[config.mk]
export PLATFORM = sky130hd
export DESIGN_NAME = div_seq
export DESIGN_NICKNAME = d
export VERILOG_FILES = /design/src/rtl/div_seq.sv
export SDC_FILE = /design/constraint.sdc
export NUM_CORES = 1
export LEC_CHECK = 0
export CAP_MARGIN = 10
export CORE_MARGIN = 3
export CORE_UTILIZATION = 51
export CTS_BUF_LIST = sky130_fd_sc_hd__clkbuf_8
export CTS_CLUSTER_DIAMETER = 100
export DETAILED_ROUTE_END_ITERATION = 10
export PLACE_DENSITY = 0.74
export REMOVE_ABC_BUFFERS = 1
export SLEW_MARGIN = 20
export SYNTH_ARGS = -nofsm -noshare
export SYNTH_HDL_FRONTEND = slang
export SYNTH_SLANG_ARGS = --single-unit
[constraint.sdc]
create_clock -name clk -period 2.6 [get_ports clk]
set_input_delay 0.52 -clock clk [delete_from_list [all_inputs] [get_ports clk]]
set_output_delay 0.52 -clock clk [all_outputs]
set_load 0.005 [all_outputs]
[src/rtl/div_seq.sv]
//==============================================================================
// Module   : div_seq
// Purpose  : Sequential restoring divider, one quotient bit per cycle.
//            Define DIV_SEQ_SIGNED_EN for two's-complement (truncating) mode.
// Revision : 1.0
//==============================================================================
`default_nettype none

module div_seq #(
   parameter int N = 16
) (
   input  logic         clk,
   input  logic         rst,
   input  logic         start,
   input  logic [N-1:0] dividend,
   input  logic [N-1:0] divisor,
   output logic         busy,
   output logic         done,
   output logic [N-1:0] quotient,
   output logic [N-1:0] remainder,
   output logic         div_by_zero
);

   localparam int CW = $clog2(N);

   typedef enum logic [1:0] {
      S_IDLE = 2'd0,
      S_RUN  = 2'd1,
      S_DONE = 2'd2
   } state_t;

   state_t        state_q, state_d;
   logic [CW-1:0] cnt_q, cnt_d;
   logic [N-1:0]  dvd_q, dvd_d;
   logic [N-1:0]  dvs_q, dvs_d;
   logic [N-1:0]  rem_q, rem_d;
   logic [N-1:0]  quo_q, quo_d;
   logic          busy_q, busy_d;
   logic          done_q, done_d;
   logic [N-1:0]  quotient_q, quotient_d;
   logic [N-1:0]  remainder_q, remainder_d;
   logic          dbz_q, dbz_d;

   logic [N:0]    shift_val;
   logic [N:0]    diff;
   logic [N-1:0]  rem_next;
   logic [N-1:0]  quo_next;
   logic [N-1:0]  dividend_mag;
   logic [N-1:0]  divisor_mag;
   logic [N-1:0]  quo_fix;
   logic [N-1:0]  rem_fix;

   // The N+1-bit difference MSB is set exactly when the shifted remainder is
   // smaller than the divisor, because the partial remainder stays below it.
   assign shift_val = {rem_q, dvd_q[N-1]};
   assign diff      = shift_val - {1'b0, dvs_q};
   assign rem_next  = diff[N] ? shift_val[N-1:0] : diff[N-1:0];
   assign quo_next  = {quo_q[N-2:0], ~diff[N]};

`ifdef DIV_SEQ_SIGNED_EN
   logic neg_quo_q, neg_quo_d;
   logic neg_rem_q, neg_rem_d;

   // Magnitude of the most-negative value is itself read as unsigned.
   assign dividend_mag = dividend[N-1] ? -dividend : dividend;
   assign divisor_mag  = divisor[N-1]  ? -divisor  : divisor;
   assign quo_fix      = neg_quo_q ? -quo_next : quo_next;
   assign rem_fix      = neg_rem_q ? -rem_next : rem_next;

   always_comb begin
      neg_quo_d = neg_quo_q;
      neg_rem_d = neg_rem_q;
      if (state_q == S_IDLE && start) begin
         neg_quo_d = dividend[N-1] ^ divisor[N-1];
         neg_rem_d = dividend[N-1];
      end
   end

   always_ff @(posedge clk) begin
      if (rst) begin
         neg_quo_q <= 1'b0;
         neg_rem_q <= 1'b0;
      end else begin
         neg_quo_q <= neg_quo_d;
         neg_rem_q <= neg_rem_d;
      end
   end
`else
   assign dividend_mag = dividend;
   assign divisor_mag  = divisor;
   assign quo_fix      = quo_next;
   assign rem_fix      = rem_next;
`endif

   always_comb begin
      state_d     = state_q;
      cnt_d       = cnt_q;
      dvd_d       = dvd_q;
      dvs_d       = dvs_q;
      rem_d       = rem_q;
      quo_d       = quo_q;
      quotient_d  = quotient_q;
      remainder_d = remainder_q;
      dbz_d       = dbz_q;

      case (state_q)
         S_IDLE: begin
            if (start) begin
               if (divisor == '0) begin
                  state_d     = S_DONE;
                  quotient_d  = '1;
                  remainder_d = dividend;
                  dbz_d       = 1'b1;
               end else begin
                  state_d = S_RUN;
                  cnt_d   = '0;
                  dvd_d   = dividend_mag;
                  dvs_d   = divisor_mag;
                  rem_d   = '0;
                  quo_d   = '0;
               end
            end
         end
         S_RUN: begin
            cnt_d = cnt_q + CW'(1);
            dvd_d = {dvd_q[N-2:0], 1'b0};
            rem_d = rem_next;
            quo_d = quo_next;
            if (cnt_q == CW'(N - 1)) begin
               state_d     = S_DONE;
               quotient_d  = quo_fix;
               remainder_d = rem_fix;
               dbz_d       = 1'b0;
            end
         end
         S_DONE:  state_d = S_IDLE;
         default: state_d = S_IDLE;
      endcase

      busy_d = (state_d != S_IDLE);
      done_d = (state_d == S_DONE);
   end

   always_ff @(posedge clk) begin
      if (rst) begin
         state_q     <= S_IDLE;
         cnt_q       <= '0;
         dvd_q       <= '0;
         dvs_q       <= '0;
         rem_q       <= '0;
         quo_q       <= '0;
         busy_q      <= 1'b0;
         done_q      <= 1'b0;
         quotient_q  <= '0;
         remainder_q <= '0;
         dbz_q       <= 1'b0;
      end else begin
         state_q     <= state_d;
         cnt_q       <= cnt_d;
         dvd_q       <= dvd_d;
         dvs_q       <= dvs_d;
         rem_q       <= rem_d;
         quo_q       <= quo_d;
         busy_q      <= busy_d;
         done_q      <= done_d;
         quotient_q  <= quotient_d;
         remainder_q <= remainder_d;
         dbz_q       <= dbz_d;
      end
   end

   assign busy        = busy_q;
   assign done        = done_q;
   assign quotient    = quotient_q;
   assign remainder   = remainder_q;
   assign div_by_zero = dbz_q;

endmodule

`default_nettype wire

==> results.sh, run 1 <==
export IMPL_grt_pass1_wl_microns=25200
export IMPL_synth_edf_count=0
export IMPL_violations="setup timing"
export IMPL_leakage_nw=2.66
export IMPL_setup_ws_ns=-0.151
export IMPL_combPwrFrac=0.706
export IMPL_maxClockFrequency_mhz=363
export IMPL_num_vias=5459
export IMPL_slew_headroom=0.654
export IMPL_synth_avg_cell_area_sq_um=7.83
export IMPL_cts_buffers=9
export IMPL_seqPwrFrac=0.189
export IMPL_gp_congestion=0.865
export IMPL_min_path_type="reg2reg"
export IMPL_required_ns=2.91
export IMPL_switching_share=0.433
export IMPL_wirelength_microns=16300
export IMPL_cp_data_arrival_time_ns=3.06
export IMPL_place_hpwl_microns=10700
export IMPL_multi_input_area_sq_mm=0.00321
export IMPL_seqCellArea_sq_mm=0.00209
export IMPL_status="complete, but fails checks"
export IMPL_rsz0062_at_grt="true"
export IMPL_ys_ff_latch=104
export IMPL_synth_most_common_cell="dfxtp_1"
export IMPL_synth_compound_area_frac=0.218
export IMPL_cp_max_fo=5
export IMPL_yosys_area_top_type_share=0.405
export IMPL_antenna_found_initial=0
export IMPL_startpoint_type="flip-flop"
export IMPL_cts_htree_levels=3
export IMPL_fp_dieH_microns=106
export IMPL_grt_max_degree=46
export IMPL_die_x_microns=106
export IMPL_endpoint_kind="flip-flop"
export IMPL_postRouteAntennaNets=0
export IMPL_regToRegStartpoint="dvd_q[15]$_SDFFE_PP0P_"
export IMPL_grt_pass1_vias=5251
export IMPL_num_fill_cells=720
export IMPL_wl_per_cell_microns=17.8
export IMPL_stdcell_count=913
export IMPL_clk_pin_slew_ns=0.11
export IMPL_port_buffers=69
export IMPL_drive_gt1_frac=0.237
export IMPL_placed_cell_area_sq_mm=0.00633
export IMPL_synthMuxAreaShare=0.0139
export IMPL_tritoncts="yes"
export IMPL_synth_top_family_by_area="simple AND/OR/NAND/NOR gates"
export IMPL_synthSimpleGateAreaFrac=0.243
export IMPL_cts_hold_buffers=0
export IMPL_p_per_area_mw_per_mm2=1440
export IMPL_dp_slack_ns=-0.363
export IMPL_insertion_delay_ns=0.38
export IMPL_maxCapViolCount=0
export IMPL_critPathLaunch="dvd_q[15]$_SDFFE_PP0P_"
export IMPL_die_area_sq_mm=0.0113
export IMPL_ios=70
export IMPL_drc=0
export IMPL_fin_crit_sh=1.06
export IMPL_crit_type="reg2reg"
export IMPL_drt_iter0_markers=369
export IMPL_ys_async_sr_fraction=0
export IMPL_drv_slew=0
export IMPL_overflow=0
export IMPL_synthAdderAreaFrac=0.0452
export IMPL_ys_seq_area_frac=0.405
export IMPL_cts_root_buf="clkbuf_8"
export IMPL_drt_pre_antenna_iters=5
export IMPL_fin_crit_ns=2.75
export IMPL_ir_worst_vdd_uv=1370
export IMPL_synth_top_area_cell="dfxtp_1"
export IMPL_hold_viol=0
export IMPL_initial_utilization=0.526
export IMPL_intPower_w=0.00583
export IMPL_final_nets=828
export IMPL_worst_pin_slew_ns=0.518
export IMPL_synth_distinct_cells=62
export IMPL_finalInstanceArea_sq_mm=0.00715
export IMPL_num_antenna_cells=0
export IMPL_reg2regPathDepth=13
export IMPL_ys_warn_count=0
export IMPL_syn_area_sq_mm=0.00514
export IMPL_reg2reg_setup_slack_ns=-0.15
export IMPL_area_delta_synth_final_pct=39.1
export IMPL_rows=36
export IMPL_synth_xor_xnor_area_share=0.0221
export IMPL_switchingPower_w=0.00445
export IMPL_synthTopCellsByArea="dfxtp_1, nand2_1, a21oi_1, nor3_1, nor2_1"
export IMPL_post_place_cells=879
export IMPL_clock_path_buffers=2
export IMPL_critPathCapture="remainder[11]$_SDFFE_PP0P_"
export IMPL_setup_viol=19
export IMPL_clock_skew_ns=0.0182
export IMPL_vias_per_cell=5.98
export IMPL_synthTopCellsByCount="dfxtp_1, nand2_1, nor2_1, a21oi_1, nor3_1"
export IMPL_synth_top_flop_cell="dfxtp_1"
export IMPL_postSynthCellCount=657
export IMPL_clock_sinks=104
export IMPL_timing_rr_end="remainder[11]$_SDFFE_PP0P_"
export IMPL_core_area_sq_mm=0.00977
export IMPL_grt_usage=0.274
export IMPL_p_clk_frac=0.105
[worst min-delay path by stage]
stage / startpoint / endpoint / slack [ns] / depth (start not counted)
final: quo_q[2]$_SDFFE_PP0P_ / quo_q[3]$_SDFFE_PP0P_ / 0.48 / 2
after global placement: quo_q[12]$_SDFFE_PP0P_ / quo_q[13]$_SDFFE_PP0P_ / 0.45 / 2
after CTS: remainder[12]$_SDFFE_PP0P_ / remainder[12]$_SDFFE_PP0P_ / 0.48 / 2
after floorplan: quo_q[10]$_SDFFE_PP0P_ / quo_q[11]$_SDFFE_PP0P_ / 0.44 / 2
after detailed placement: quo_q[9]$_SDFFE_PP0P_ / quo_q[10]$_SDFFE_PP0P_ / 0.46 / 2
after global routing: quo_q[6]$_SDFFE_PP0P_ / quo_q[7]$_SDFFE_PP0P_ / 0.50 / 2
[worst max-delay path, cell delays in order, from the launching register on]
cell,delay [ns]
dfxtp_2,0.34
inv_2,0.06
ha_4,0.13
inv_2,0.03
fa_2,0.34
a211oi_2,0.24
or2_4,0.19
a2111oi_4,0.07
buf_4,0.18
nor3_4,0.26
nor2_4,0.11
buf_12,0.15
or4_4,0.48
o211ai_2,0.08
[timing repair]
action                                  in CTS  in global routing
pin swaps                                   19                 30
cloned                                       2                  0
endpoints found under the setup margin      32                 59
buffers inserted                             5                 13
resized for setup                           50                 54
[cells by family (layout without fill, tap and decap cells)]
group | after synthesis | after routing
buf+inv | 66 | 188
flops | 104 | 104
fa+ha+maj | 18 | 18
xor+xnor | 13 | 13
mux | 7 | 7
simple gates | 271 | 272
compound gates | 178 | 178
[cell usage in the layout (no fill, tap or decap), types with 5 or more instances in the layout]
master / n
o21ai_0: 35
a211oi_2: 6
buf_6: 8
clkbuf_8: 10
clkdlybuf4s50_1: 68
buf_12: 5
a311oi_1: 15
nand2_1: 93
o21ai_2: 11
xor2_1: 9
buf_4: 66
o211ai_1: 7
nand3_1: 22
a21oi_2: 8
ha_1: 11
o21ai_1: 8
ha_4: 6
a21oi_1: 54
nor2_1: 61
nor3_1: 44
dfxtp_1: 101
inv_1: 21
[layer usage]
metal  GRT usage  wire [microns]
met5           0               0
met4      0.0977             484
met3      0.0383            1200
met2       0.460            8000
met1       0.362            6590
[area by class of cell]
class,instances,area share
Clock inverter,6,0.00997
Timing Repair Buffer,149,0.196
Clock buffer,10,0.0192
Multi-Input combinational cell,488,0.448
Tap cell,133,0.0233
Inverter,23,0.0121
Sequential cell,104,0.292
[metrics by stage]
step                      utilization  TNS [ns]  total power (W)  hold WS, ns
after detailed placement        0.648    -21.06          0.00630        0.462
after CTS                       0.698    -0.691          0.00895        0.480
final                           0.732     -1.11           0.0103        0.478
after floorplan                     -    -10.67          0.00457        0.439
after global placement          0.648    -19.40          0.00613        0.453
after global routing            0.732     -3.46           0.0108        0.502
[power groups by stage]
stage	Clock [W]	Sequential (W)	Combinational, W
2_1_floorplan	0	0.00188	0.00270
3_3_place_gp	0	0.00191	0.00422
3_5_place_dp	0	0.00192	0.00438
4_1_cts	0.00109	0.00190	0.00596
5_1_grt	0.00117	0.00195	0.00766
6_report	0.00108	0.00194	0.00725
[sequential cells by signal, indices dropped and copies added (netlist names)]
signal,flops
div_by_zero,1
quotient,16
remainder,16
done,1
dvs_q,16
state_q,2
busy,1
cnt_q,4
rem_q,16
dvd_q,16
quo_q,15
(Power assumes the default switching activity.)
==> run 2: changes to the inputs <==
--- a/config.mk
+++ b/config.mk
@@ -13,6 +13,7 @@
 export DETAILED_ROUTE_END_ITERATION = 10
 export PLACE_DENSITY = 0.74
 export REMOVE_ABC_BUFFERS = 1
+export SETUP_SLACK_MARGIN = 0.5
 export SLEW_MARGIN = 20
 export SYNTH_ARGS = -nofsm -noshare
 export SYNTH_HDL_FRONTEND = slang
==> run 2 against run 1 <==
The run still ends with setup timing left. Flip-flop and latch count did not move. Die area did not move. Clock-buffer cell count did not move. Setup slack lost 0.028 ns. Clock power about the same. Combinational power up 3%. Final area is 4.1% higher. Core utilization increased by 3.0 points. Clock skew is 0.0029 ns lower. Via count increased by 5.1%. Largest cell class unchanged. Highest routed layer unchanged.
==> results.sh, run 2 (same netlist as run 1, synthesis figures left out) <==
export IMPL_status="complete, but fails checks"
export IMPL_violations="setup timing"
export IMPL_overflow=0
export IMPL_grt_pass1_vias=5450
export IMPL_critPathTopFamily="simple AND/OR/NAND/NOR gates"
export IMPL_rsz0062_at_grt="true"
export IMPL_startpoint_type="flip-flop"
export IMPL_grt_pass1_wl_microns=26700
export IMPL_switching_share=0.440
export IMPL_num_antenna_cells=0
export IMPL_cp_slowest_stage_delay_ns=0.48
export IMPL_worst_pin_slew_ns=0.538
export IMPL_maxClockFrequency_mhz=360
export IMPL_drv_slew=0
export IMPL_cp_max_fo=5
export IMPL_final_nets=838
export IMPL_switchingPower_w=0.00461
export IMPL_grt_max_degree=46
export IMPL_grt_usage=0.293
export IMPL_antenna_found_initial=0
export IMPL_combPwrFrac=0.709
export IMPL_final_common_cell="dfxtp_1"
export IMPL_clk_pin_slew_ns=0.11
export IMPL_cts_hold_buffers=0
export IMPL_timing_rr_end="remainder[11]$_SDFFE_PP0P_"
export IMPL_vias_per_cell=6.21
export IMPL_wl_per_cell_microns=19.8
export IMPL_setup_viol=29
export IMPL_num_vias=5735
export IMPL_p_per_area_mw_per_mm2=1410
export IMPL_tritoncts="yes"
export IMPL_drive_gt1_frac=0.280
export IMPL_required_ns=2.91
export IMPL_cp_depth=13
export IMPL_ios=70
export IMPL_clock_skew_ns=0.0152
export IMPL_cts_buffers=9
export IMPL_fin_crit_ns=2.78
export IMPL_path_common_cell="inv_2"
export IMPL_die_area_sq_mm=0.0113
export IMPL_drc=0
export IMPL_cts_root_buf="clkbuf_8"
export IMPL_p_clk_frac=0.105
export IMPL_hold_viol=0
export IMPL_hold_end="dvs_q[11]$_SDFFE_PP0P_"
export IMPL_fin_util=0.762
export IMPL_drt_pre_antenna_iters=5
export IMPL_insertion_delay_ns=0.38
export IMPL_post_place_cells=879
export IMPL_cts_htree_levels=3
export IMPL_postRouteAntennaNets=0
export IMPL_min_from="divisor[11]"
export IMPL_wirelength_microns=18300
export IMPL_cp_data_arrival_time_ns=3.09
export IMPL_stdcell_count=923
export IMPL_port_buffers=69
export IMPL_regToRegStartpoint="dvd_q[15]$_SDFFE_PP0P_"
export IMPL_clock_path_buffers=2
export IMPL_gp_congestion=0.865
export IMPL_reg2reg_setup_slack_ns=-0.18
export IMPL_maxCapViolCount=0
export IMPL_timing_critical_path_buf_inv=4
export IMPL_intPower_w=0.00587
export IMPL_seqPwrFrac=0.186
export IMPL_slew_headroom=0.642
export IMPL_drt_iter0_markers=583
export IMPL_min_path_type="in2reg"
export IMPL_core_area_sq_mm=0.00977
export IMPL_fin_crit_sh=1.07
export IMPL_place_hpwl_microns=10700
export IMPL_rows=36
export IMPL_layout_common_cells="dfxtp_1, nand2_1, nor2_1"
export IMPL_crit_type="reg2reg"
export IMPL_crit_slowest_cell="or4_4"
export IMPL_leakage_nw=2.80
export IMPL_clock_sinks=104
export IMPL_area_delta_synth_final_pct=44.7
export IMPL_initial_utilization=0.526
export IMPL_ir_worst_vdd_uv=1530
export IMPL_path_cells="inv_2, ha_4, inv_2, fa_2, a211oi_2, or2_4, a2111oi_4, buf_4, nor3_4, nor2_4, buf_12, or4_4, o211ai_2"
export IMPL_die_x_microns=106
export IMPL_reg2regPathDepth=13
export IMPL_endpoint_kind="flip-flop"
export IMPL_fp_dieH_microns=106
export IMPL_hold_depth=3
export IMPL_setup_ws_ns=-0.179
## run 2: cell type report
class / instances / area [sq um]
Multi-Input combinational cell: 489 / 3350
Fill cell: 690 / 2330
Timing Repair Buffer: 158 / 1540
Tap cell: 133 / 166
Clock buffer: 10 / 138
Sequential cell: 104 / 2090
Inverter: 23 / 86.3
Clock inverter: 6 / 71.3
## run 2: worst max path at each step
| stage | startpoint | endpoint | slack, ns |
|---|---|---|---|
| finish | dvd_q[15]$_SDFFE_PP0P_ | remainder[11]$_SDFFE_PP0P_ | -0.18 |
| global route | dvd_q[15]$_SDFFE_PP0P_ | remainder[0]$_SDFFE_PP0P_ | -0.25 |
| CTS | dvd_q[15]$_SDFFE_PP0P_ | remainder[9]$_SDFFE_PP0P_ | -0.08 |
| detailed placement | divisor[15] | remainder[9]$_SDFFE_PP0P_ | -0.36 |
| global placement | divisor[0] | remainder[11]$_SDFFE_PP0P_ | -0.31 |
| floorplan | state_q[0]$_SDFF_PP0_ | remainder[11]$_SDFFE_PP0P_ | -0.97 |
## run 2: metal layers
| metal | GRT usage | vias to the layer above | routed length, microns |
|---|---|---|---|
| met4 | 0.0977 | 0 | 828 |
| li1 | - | 2586 | - |
| met2 | 0.510 | 338 | 8870 |
| met3 | 0.0370 | 76 | 1470 |
| met5 | 0 | - | 0 |
| met1 | 0.376 | 2735 | 7140 |
## run 2: worst register-to-register path, cell delays in order, from the launching register on
cell and delay (ns):
dfxtp_2 0.35, inv_2 0.07, ha_4 0.13, inv_2 0.04
fa_2 0.34, a211oi_2 0.23, or2_4 0.19, a2111oi_4 0.07
buf_4 0.18, nor3_4 0.26, nor2_4 0.12, buf_12 0.16
or4_4 0.48, o211ai_2 0.08
## run 2: stage by stage
step | hold WS (ns) | total power (W) | TNS, ns | setup WS (ns) | cell area [sq um]
after floorplan | 0.439 | 0.00457 | -10.67 | -0.973 | 4960
after global placement | 0.453 | 0.00613 | -19.40 | -0.307 | 6330
after detailed placement | 0.462 | 0.00630 | -21.06 | -0.363 | 6330
after CTS | 0.480 | 0.00935 | -0.695 | -0.0829 | 7070
after global routing | 0.399 | 0.0109 | -4.20 | -0.252 | 7440
final | 0.387 | 0.0105 | -2.32 | -0.179 | 7440
## run 2: repair_timing
action,CTS,global route
pin swaps,44,43
endpoints found under the setup margin,103,101
resized for setup,108,71
setup buffers,11,11
cloned,4,2
## run 2: power groups by stage
stage / Sequential, W / Combinational (W) / Clock (W)
finish: 0.00195 / 0.00744 / 0.00110
global placement: 0.00191 / 0.00422 / 0
CTS: 0.00191 / 0.00636 / 0.00109
detailed placement: 0.00192 / 0.00438 / 0
global route: 0.00195 / 0.00776 / 0.00117
floorplan: 0.00188 / 0.00270 / 0
==> run 3: changes to the inputs <==
--- a/config.mk
+++ b/config.mk
@@ -11,6 +11,7 @@
 export CTS_BUF_LIST = sky130_fd_sc_hd__clkbuf_8
 export CTS_CLUSTER_DIAMETER = 100
 export DETAILED_ROUTE_END_ITERATION = 10
+export MAX_ROUTING_LAYER = met4
 export PLACE_DENSITY = 0.74
 export REMOVE_ABC_BUFFERS = 1
 export SETUP_SLACK_MARGIN = 0.5
==> run 3 against run 2 <==
The flow still finishes with violations (setup timing). Flip-flop and latch count stayed put. Die area is the same. Maximum frequency down 1.4%. Wire length shrank 0.38%. Combinational power is 0.7% lower. Core utilization hardly changed. Final area barely moved. Non-clock buffer count stayed put. Global-route usage rose by 0.80 points. Register-to-register slack worse by 0.04 ns. First-iteration DRC count decreased by 12%. Sequential power about the same.
==> results.sh, run 3 (same netlist as run 1, synthesis figures left out) <==
export IMPL_status="complete, but fails checks"
export IMPL_violations="setup timing"
export IMPL_maxCapViolCount=0
export IMPL_cts_buffers=9
export IMPL_worst_pin_slew_ns=0.537
export IMPL_num_fill_cells=686
export IMPL_required_ns=2.92
export IMPL_min_path_type="in2reg"
export IMPL_setup_viol=29
export IMPL_core_area_sq_mm=0.00977
export IMPL_final_nets=838
export IMPL_maxClockFrequency_mhz=355
export IMPL_p_per_area_mw_per_mm2=1400
export IMPL_regToRegStartpoint="dvd_q[15]$_SDFFE_PP0P_"
export IMPL_cp_slowest_stage_delay_ns=0.48
export IMPL_rows=36
export IMPL_initial_utilization=0.526
export IMPL_port_buffers=69
export IMPL_drc=0
export IMPL_postRouteAntennaNets=0
export IMPL_fp_dieH_microns=106
export IMPL_path_common_cell="inv_2"
export IMPL_grt_pass1_wl_microns=26700
export IMPL_drive_gt1_frac=0.280
export IMPL_cp_data_arrival_time_ns=3.14
export IMPL_endpoint_kind="flip-flop"
export IMPL_fin_crit_ns=2.82
export IMPL_clock_path_buffers=2
export IMPL_ios=70
export IMPL_cts_hold_buffers=0
export IMPL_drt_pre_antenna_iters=7
export IMPL_rsz0062_at_grt="true"
export IMPL_grt_usage=0.301
export IMPL_insertion_delay_ns=0.39
export IMPL_setup_ws_ns=-0.219
export IMPL_critPathTopFamily="simple AND/OR/NAND/NOR gates"
export IMPL_wirelength_microns=18200
export IMPL_fin_util=0.761
export IMPL_fin_crit_sh=1.08
export IMPL_overflow=0
export IMPL_layout_common_cells="dfxtp_1, nand2_1, nor2_1, buf_4, clkdlybuf4s50_1"
export IMPL_ir_worst_vdd_uv=1520
export IMPL_crit_type="reg2reg"
export IMPL_slew_headroom=0.642
export IMPL_cp_max_fo=5
export IMPL_num_antenna_cells=0
export IMPL_startpoint_type="flip-flop"
export IMPL_wl_per_cell_microns=19.8
export IMPL_reg2regPathDepth=13
export IMPL_dp_slack_ns=-0.363
export IMPL_gp_congestion=0.879
export IMPL_hold_depth=3
export IMPL_drt_iter0_markers=514
export IMPL_antenna_found_initial=0
export IMPL_area_delta_synth_final_pct=44.6
export IMPL_vias_per_cell=6.21
export IMPL_placed_cell_area_sq_mm=0.00633
export IMPL_die_x_microns=106
export IMPL_cts_root_buf="clkbuf_8"
export IMPL_cts_htree_levels=3
export IMPL_hold_viol=0
export IMPL_grt_pass1_vias=5453
export IMPL_grt_max_degree=46
export IMPL_clock_skew_ns=0.0164
export IMPL_clk_pin_slew_ns=0.11
export IMPL_die_area_sq_mm=0.0113
export IMPL_cp_depth=13
export IMPL_clock_sinks=104
export IMPL_path_cells="inv_2, ha_4, inv_2, fa_2, a211oi_2, or2_4, a2111oi_4, buf_4, nor3_4, nor2_4, buf_12, or4_4, o211ai_2"
export IMPL_critPathLaunch="dvd_q[15]$_SDFFE_PP0P_"
export IMPL_place_hpwl_microns=10700
export IMPL_timing_critical_path_buf_inv=4
export IMPL_final_common_cell="dfxtp_1"
export IMPL_p_total_w=0.0104
export IMPL_drv_slew=0
export IMPL_tritoncts="yes"
export IMPL_crit_slowest_cell="or4_4"
export IMPL_num_vias=5730
export IMPL_min_from="divisor[11]"
export IMPL_finalInstanceArea_sq_mm=0.00744
export IMPL_leakage_nw=2.80
==> run 3: cell count changes in the layout (fill, tap and decap cells not counted) <==
cell,before,now
buf_4,59,60
buf_6,21,20
==> run 3: power breakdown <==
group | switching (W) | internal (W) | total [W] | leakage, nW
logic | 0.00378 | 0.00361 | 0.00739 | 1.85
clock network | 0.000619 | 0.000484 | 0.00110 | 0.105
registers | 0.000195 | 0.00175 | 0.00194 | 0.846
total | 0.00459 | 0.00585 | 0.0104 | 2.80
==> run 3: tightest hold or removal path, delay by kind of cell <==
family          cells  cell delay (ns)
compound gates      1             0.05
buf+inv             1             0.09
simple gates        1             0.05
==> run 3: path summary, 6_finish.rpt <==
kind | end | slack, ns
worst max-delay path | remainder[9]$_SDFFE_PP0P_ | -0.22
worst min-delay path | dvs_q[11]$_SDFFE_PP0P_ | 0.38
worst max register to register | remainder[9]$_SDFFE_PP0P_ | -0.22
worst min register to register | quo_q[3]$_SDFFE_PP0P_ | 0.48
==> run 3: metrics by stage <==
stage,setup TNS [ns],hold slack (ns),cells
2_1_floorplan,-10.67,0.439,614
3_3_place_gp,-19.40,0.453,879
3_5_place_dp,-21.06,0.462,879
4_1_cts,-0.695,0.480,910
5_1_grt,-4.78,0.400,923
6_report,-2.75,0.380,923
==> run 3: area by class of cell <==
type / instances / area (sq um) / share of cell area
Clock inverter: 6 / 71.3 / 0.00959
Timing Repair Buffer: 158 / 1540 / 0.207
Clock buffer: 10 / 138 / 0.0185
Multi-Input combinational cell: 489 / 3350 / 0.451
Sequential cell: 104 / 2090 / 0.280
Tap cell: 133 / 166 / 0.0224
Inverter: 23 / 86.3 / 0.0116
==> run 3: what timing repair did <==
| action | 4_1_cts | 5_1_grt |
|---|---|---|
| pin swaps | 44 | 40 |
| resized for setup | 108 | 70 |
| buffers inserted | 11 | 11 |
| hold endpoints to repair | 0 | 0 |
| cloned | 4 | 2 |
| setup endpoints to repair | 103 | 101 |
==> run 3: layer usage <==
layer / part of all wire / wire [microns] / up-vias / global-route usage
li1: - / - / 2582 / -
met1: 0.40 / 7290 / 2749 / 0.377
met2: 0.49 / 8880 / 336 / 0.510
met3: 0.080 / 1450 / 63 / 0.0340
met4: 0.034 / 623 / 0 / 0.0977
met5: 0 / 0 / - / -
==> RTL change 1: new RTL, settings of run 1 <==
Add a define of `DIV_SEQ_SIGNED_EN`.
--- a/src/rtl/div_seq.sv
+++ b/src/rtl/div_seq.sv
@@ -7,2 +7,4 @@
 `default_nettype none
+
+`define DIV_SEQ_SIGNED_EN
 
Check against the original RTL: same outputs for any inputs over 10 cycles, from zero or initial values and one cycle with rst high; that may be too few to reach the edited logic, so the function may still have changed.
==> RTL change 1 against run 1 <==
Critical endpoint is now remainder[10]; synthesized area is 29% higher; critical path depth grew 5; final area increased by 39%; synthesized cell count increased by 32%; setup slack got worse by 1400 ps; clock power decreased by 8%; fmax decreased by 33%; critical path type unchanged; the run still ends with negative setup slack left; clock skew shrank 4.7 ps; sequential cell count is 2 higher; routed wire length is 53% higher; power shrank 30%.
==> RTL change 1: results (changes against run 1) <==
- Yosys warns: 0 (unchanged)
- Maximum fanout along the worst path: 4 (-1)
- Power Total: 7.231 mW (-30%)
- Worst setup margin: -1504 ps (-1353 ps)
- Path type of the worst min-delay path: reg -> reg
- WP data arrival: 4410 ps (+1350 ps)
- Initial antenna violation count: 0 (unchanged)
- Status: finished with violations
- LEAKAGE: 4.012 nW (+51%)
- Layout cells sized above 1: 31.54% (+7.8 points)
- Longest Clk Path Bufs: 2 (unchanged)
- H-tree depth: 3 (unchanged)
- Commonest cells in the netlist: dfxtp_1 (106), nor2_1 (102), nand2_1 (94)
- Max rail drop VDD: 520.5 uV (-62%)
- Psw: 2.947 mW (-34%)
- Hpwl dp: 14740 um (+37%)
- Skew-Pair Late Insertion Delay: 410 ps (+30 ps)
- IO buf count: 69 (unchanged)
- Vias in the first global route: 6937 (+32%)
- Routed Wire Length: 24830 um (+53%)
- Placed cell area: 8613 um^2 (+36%)
- Post-DR vias/cell: 6.234 (+4.3%)
- Worst slew margin: 37.29% (-28 points)
- Final #Nets: 1149 (+39%)
- Antenna Cells: 0 (unchanged)
- Final setup viols: 50 (+31)
- Gpl congestion: 0.9504 (+9.9%)
- Sequential fraction of the synthesis area: 31.91% (-8.6 points)
- Failing checks: negative setup slack
- Pin count of the biggest net entering global routing: 43 (-6.5%)
- Initial DRC count: 1193 (+220%)
- Ys async rst share: 0% (unchanged)
- Synth cell types: 76 (+23%)
- First-pass GRT wire length: 33900 um (+35%)
- Synth area leaders: dfxtp_1 (32%), nor2_1 (5.8%), nand2_1 (5.3%)
- Setup Skew: 13.53 ps (-4.654 ps)
- Gr usage total: 28.86% (+1.4 points)
- CTS clk-pin slew, worst paths: 100 ps
- CTS root buf: clkbuf_8
- Number of CTS-inserted buffers: 9 (unchanged)
- Setup TNS: -30030 ps (-28930 ps)
- TritonRoute pass-1 iters: 9 (+4)
[RTL change 1: logic make-up after synthesis]
| logic type | after synthesis | synth area share [%] |
|---|---|---|
| simple gates | 335 | 24.03 |
| compound gates | 237 | 23.86 |
| flops | 106 | 31.91 |
| buf+inv | 92 | 5.494 |
| xor+xnor | 56 | 7.375 |
| fa+ha+maj | 22 | 4.252 |
| mux | 20 | 3.086 |
[RTL change 1: power groups by stage]
stage / clock network (mW) / logic (mW) / registers, mW
2_1_floorplan: 0 / 1.71 / 1.84
3_3_place_gp: 0 / 2.86 / 1.85
3_5_place_dp: 0 / 2.91 / 1.85
4_1_cts: 0.987 / 3.18 / 1.82
5_1_grt: 1.06 / 4.61 / 1.84
6_report: 0.996 / 4.40 / 1.83
[RTL change 1: timing repair]
action | 4_1_cts | 5_1_grt
buffers inserted | 19 | 23
gates cloned | 3 | 1
resized for setup | 78 | 110
setup endpoints to repair | 102 | 75
pin swaps | 27 | 51
[RTL change 1: layer usage]
layer,GRT usage [%],up-vias,wire length (um)
met4,8.160,0,1209
met3,5.613,129,2432
met2,47.80,551,11700
li1,-,3562,-
met5,0,-,0
met1,38.46,3669,9487
[RTL change 1: critical path, cell delays in order, from the launching register on]
cell      delay [ps]
dfxtp_2          350
inv_2             40
ha_4             160
inv_4             50
fa_2             230
a211oi_4          80
or3_4            420
a211oi_4         370
nor3_4           100
nor2_8           170
mux2i_4          340
ha_4             200
inv_2             40
or4_4            420
nand2b_4         160
o41ai_4          330
or3_1            160
nand3_1           80
a311oi_1         280
[RTL change 1: worst paths after layout]
kind,end,from,cells after the start,slack [ps]
setup / recovery,remainder[10],dvd_q[15],18,-1500
hold / removal,dvs_q[15],dvs_q[15],2,460
setup reg to reg,remainder[10],dvd_q[15],18,-1500
hold reg to reg,dvs_q[15],dvs_q[15],2,460
[RTL change 1: per-stage QoR]
step	setup slack (ps)	instances	hold slack [ps]
after floorplan	-1801	809	425.8
after global placement	-1362	1211	440.2
after detailed placement	-1501	1211	444.2
after CTS	-1257	1248	451.4
after global routing	-1576	1269	480.0
final	-1504	1269	458.3
[RTL change 1: final cells by class]
type / instances / area, um^2
inverters: 33 / 131.4
clock buffers: 10 / 137.6
multi-input cells: 670 / 4855
clock inverters: 6 / 41.29
repair buffers: 272 / 2437
well taps: 172 / 215.2
fillers: 815 / 2728
flip-flops and latches: 106 / 2126
==> RTL change 2: new RTL, config.mk and constraints of run 1 <==
Made on the original files. The 3 states of `state_t` get a one-hot encoding in 3 bits.
--- a/src/rtl/div_seq.sv
+++ b/src/rtl/div_seq.sv
@@ -25,6 +25,6 @@
 
-   typedef enum logic [1:0] {
-      S_IDLE = 2'd0,
-      S_RUN  = 2'd1,
-      S_DONE = 2'd2
+   typedef enum logic [2:0] {
+      S_IDLE = 3'b001,
+      S_RUN  = 3'b010,
+      S_DONE = 3'b100
    } state_t;
Function: no difference found for any inputs over 10 cycles, from zero or initial values and one cycle with rst high; not proved beyond that.
==> RTL change 2 against run 1 <==
Setup slack improved by 160 ps; largest cell class unchanged; synthesized area down 4.9%; critical path type unchanged; routed wire length decreased by 17%; via count fell by 14%; sequential cell count is 1 higher; final area shrank 10%.
Power is not compared: it rests on default switching activity, and its combinational part moved more than twofold at a synthesized area within 25%.
==> RTL change 2: results (changes against run 1) <==
- Pin count of the biggest net entering global routing: 56 (+22%)
- Final #Nets: 729 (-12%)
- Gpl congestion: 0.8497 (-1.7%)
- Sequential fraction of the synthesis area: 42.98% (+2.5 points)
- WHS: 460.7 ps (-17.57 ps)
- Reg2reg path depth: 9 (-4)
- Antenna Cells: 0 (unchanged)
- Gr usage total: 24.66% (-2.8 points)
- Commonest cells in the netlist: nand2_1 (109), dfxtp_1 (105), nor2_1 (75)
- Drt wl/cell: 16.61 um (-6.8%)
- R2r setup slk: 5 ps (+160 ps)
- Placed cell area: 5884 um^2 (-7.0%)
- Layout Cells excl Fill: 810 (-11%)
- Initial DRC count: 306 (-17%)
- Maximum fanout along the worst path: 7 (+2)
- CTS root buf: clkbuf_8
- Synth area leaders: dfxtp_1 (43%), nand2_1 (8.4%), nor2_1 (5.8%)
- Synth Area in XOR/XNOR: 2.686% (+0.47 points)
- Max incr delay on CP: 420 ps (-60 ps)
- Adder-cell area share of the yosys netlist: 4.758% (+0.23 points)
- Top FF cell, synth: dfxtp_1
- Mux share of post-synthesis cell area: 1.663% (+0.28 points)
- Path type of the worst min-delay path: reg -> reg
- Layout cells sized above 1: 17.77% (-5.9 points)
- Max rail drop VDD: 363.2 uV
- Hpwl dp: 9547 um (-11%)
- Min-delay src: dvs_q[13]
- Synth cell types: 53 (-15%)
- First-pass GRT wire length: 21820 um (-13%)
- R2r startpoint: rem_q[14]
- Hold Crit Depth: 2 (unchanged)
- Post-DR vias/cell: 5.805 (-2.9%)
- Reg-to-Reg End: remainder[10]
- Yosys warns: 0 (unchanged)
- WP data arrival: 2890 ps (-170 ps)
- Setup Skew: 11.09 ps (-7.094 ps)
- # hold bufs at CTS: 0 (unchanged)
- CP delay by family, top: compound AO/OA/AOI/OAI gates
- CTS clk-pin slew, worst paths: 110 ps (about the same)
- Vias in the first global route: 4424 (-16%)
- Slowest CP cell: ha_1
- Placed cell count: 783 (-11%)
- TritonRoute pass-1 iters: 5 (unchanged)
- Worst slew margin: 58.63% (-6.8 points)
- Status: completed
- Dpl ws: -56.84 ps (+306.1 ps)
- Hold worst-path end: dvs_q[13]
- Post-synthesis compound-gate area fraction: 23.92% (+2.1 points)
- Post-Synthesis Cells: 590 (-10%)
RTL change 2: cell count changes in the layout (fill, tap and decap cells not counted), sizes merged, moves of 6 or more:
| cell | run 1 | this run |
|---|---|---|
| nand3 | 22 | 8 |
| a21boi | 6 | 0 |
| o21ai | 56 | 15 |
| a311oi | 15 | 24 |
| a21oi | 63 | 53 |
| o221a | 0 | 15 |
| or3 | 7 | 1 |
| nor2 | 64 | 75 |
| nor3 | 50 | 7 |
| a22oi | 2 | 16 |
| nand2 | 95 | 109 |
| buf | 81 | 44 |
| a31oi | 1 | 7 |
RTL change 2: layer usage:
layer,global-route usage (%),vias up,share of wire (%)
met5,0,-,0
met4,7.123,0,2.2
met3,5.276,29,4.6
met2,40.58,146,48
met1,32.79,2257,45
li1,-,2270,-
RTL change 2: report_power, final:
| group | internal (mW) | leakage, nW | switching (mW) |
|---|---|---|---|
| Combinational | 0.394 | 1.38 | 0.459 |
| Sequential | 1.66 | 0.853 | 0.0288 |
| Clock | 0.474 | 0.111 | 0.640 |
| Total | 2.53 | 2.34 | 1.13 |
RTL change 2: worst max path at each step:
stage	from	end	slack (ps)	depth (start not counted)
finish	rem_q[14]	remainder[10]	5	9
global route	dvs_q[3]	remainder[10]	-120	12
floorplan	state_q[1]	remainder[8]	-690	6
CTS	dvd_q[15]	remainder[8]	0.04	12
global placement	dvd_q[15]	remainder[13]	40	11
detailed placement	dvd_q[15]	remainder[8]	-60	12
RTL change 2: final cells by class:
type	count	area, um^2
clock buffer	9	123.9
clock inverter	7	95.09
fill	742	2843
inverter	23	86.33
multi-input combinational	425	2770
sequential	105	2103
tap	129	161.4
timing repair buffer	112	1101
RTL change 2: timing repair:
item,in CTS,in global routing
resized for setup,13,40
endpoints found under the setup margin,11,30
pin swaps,5,11
hold endpoints to repair,0,0
buffers inserted,6,4
cloned,0,1
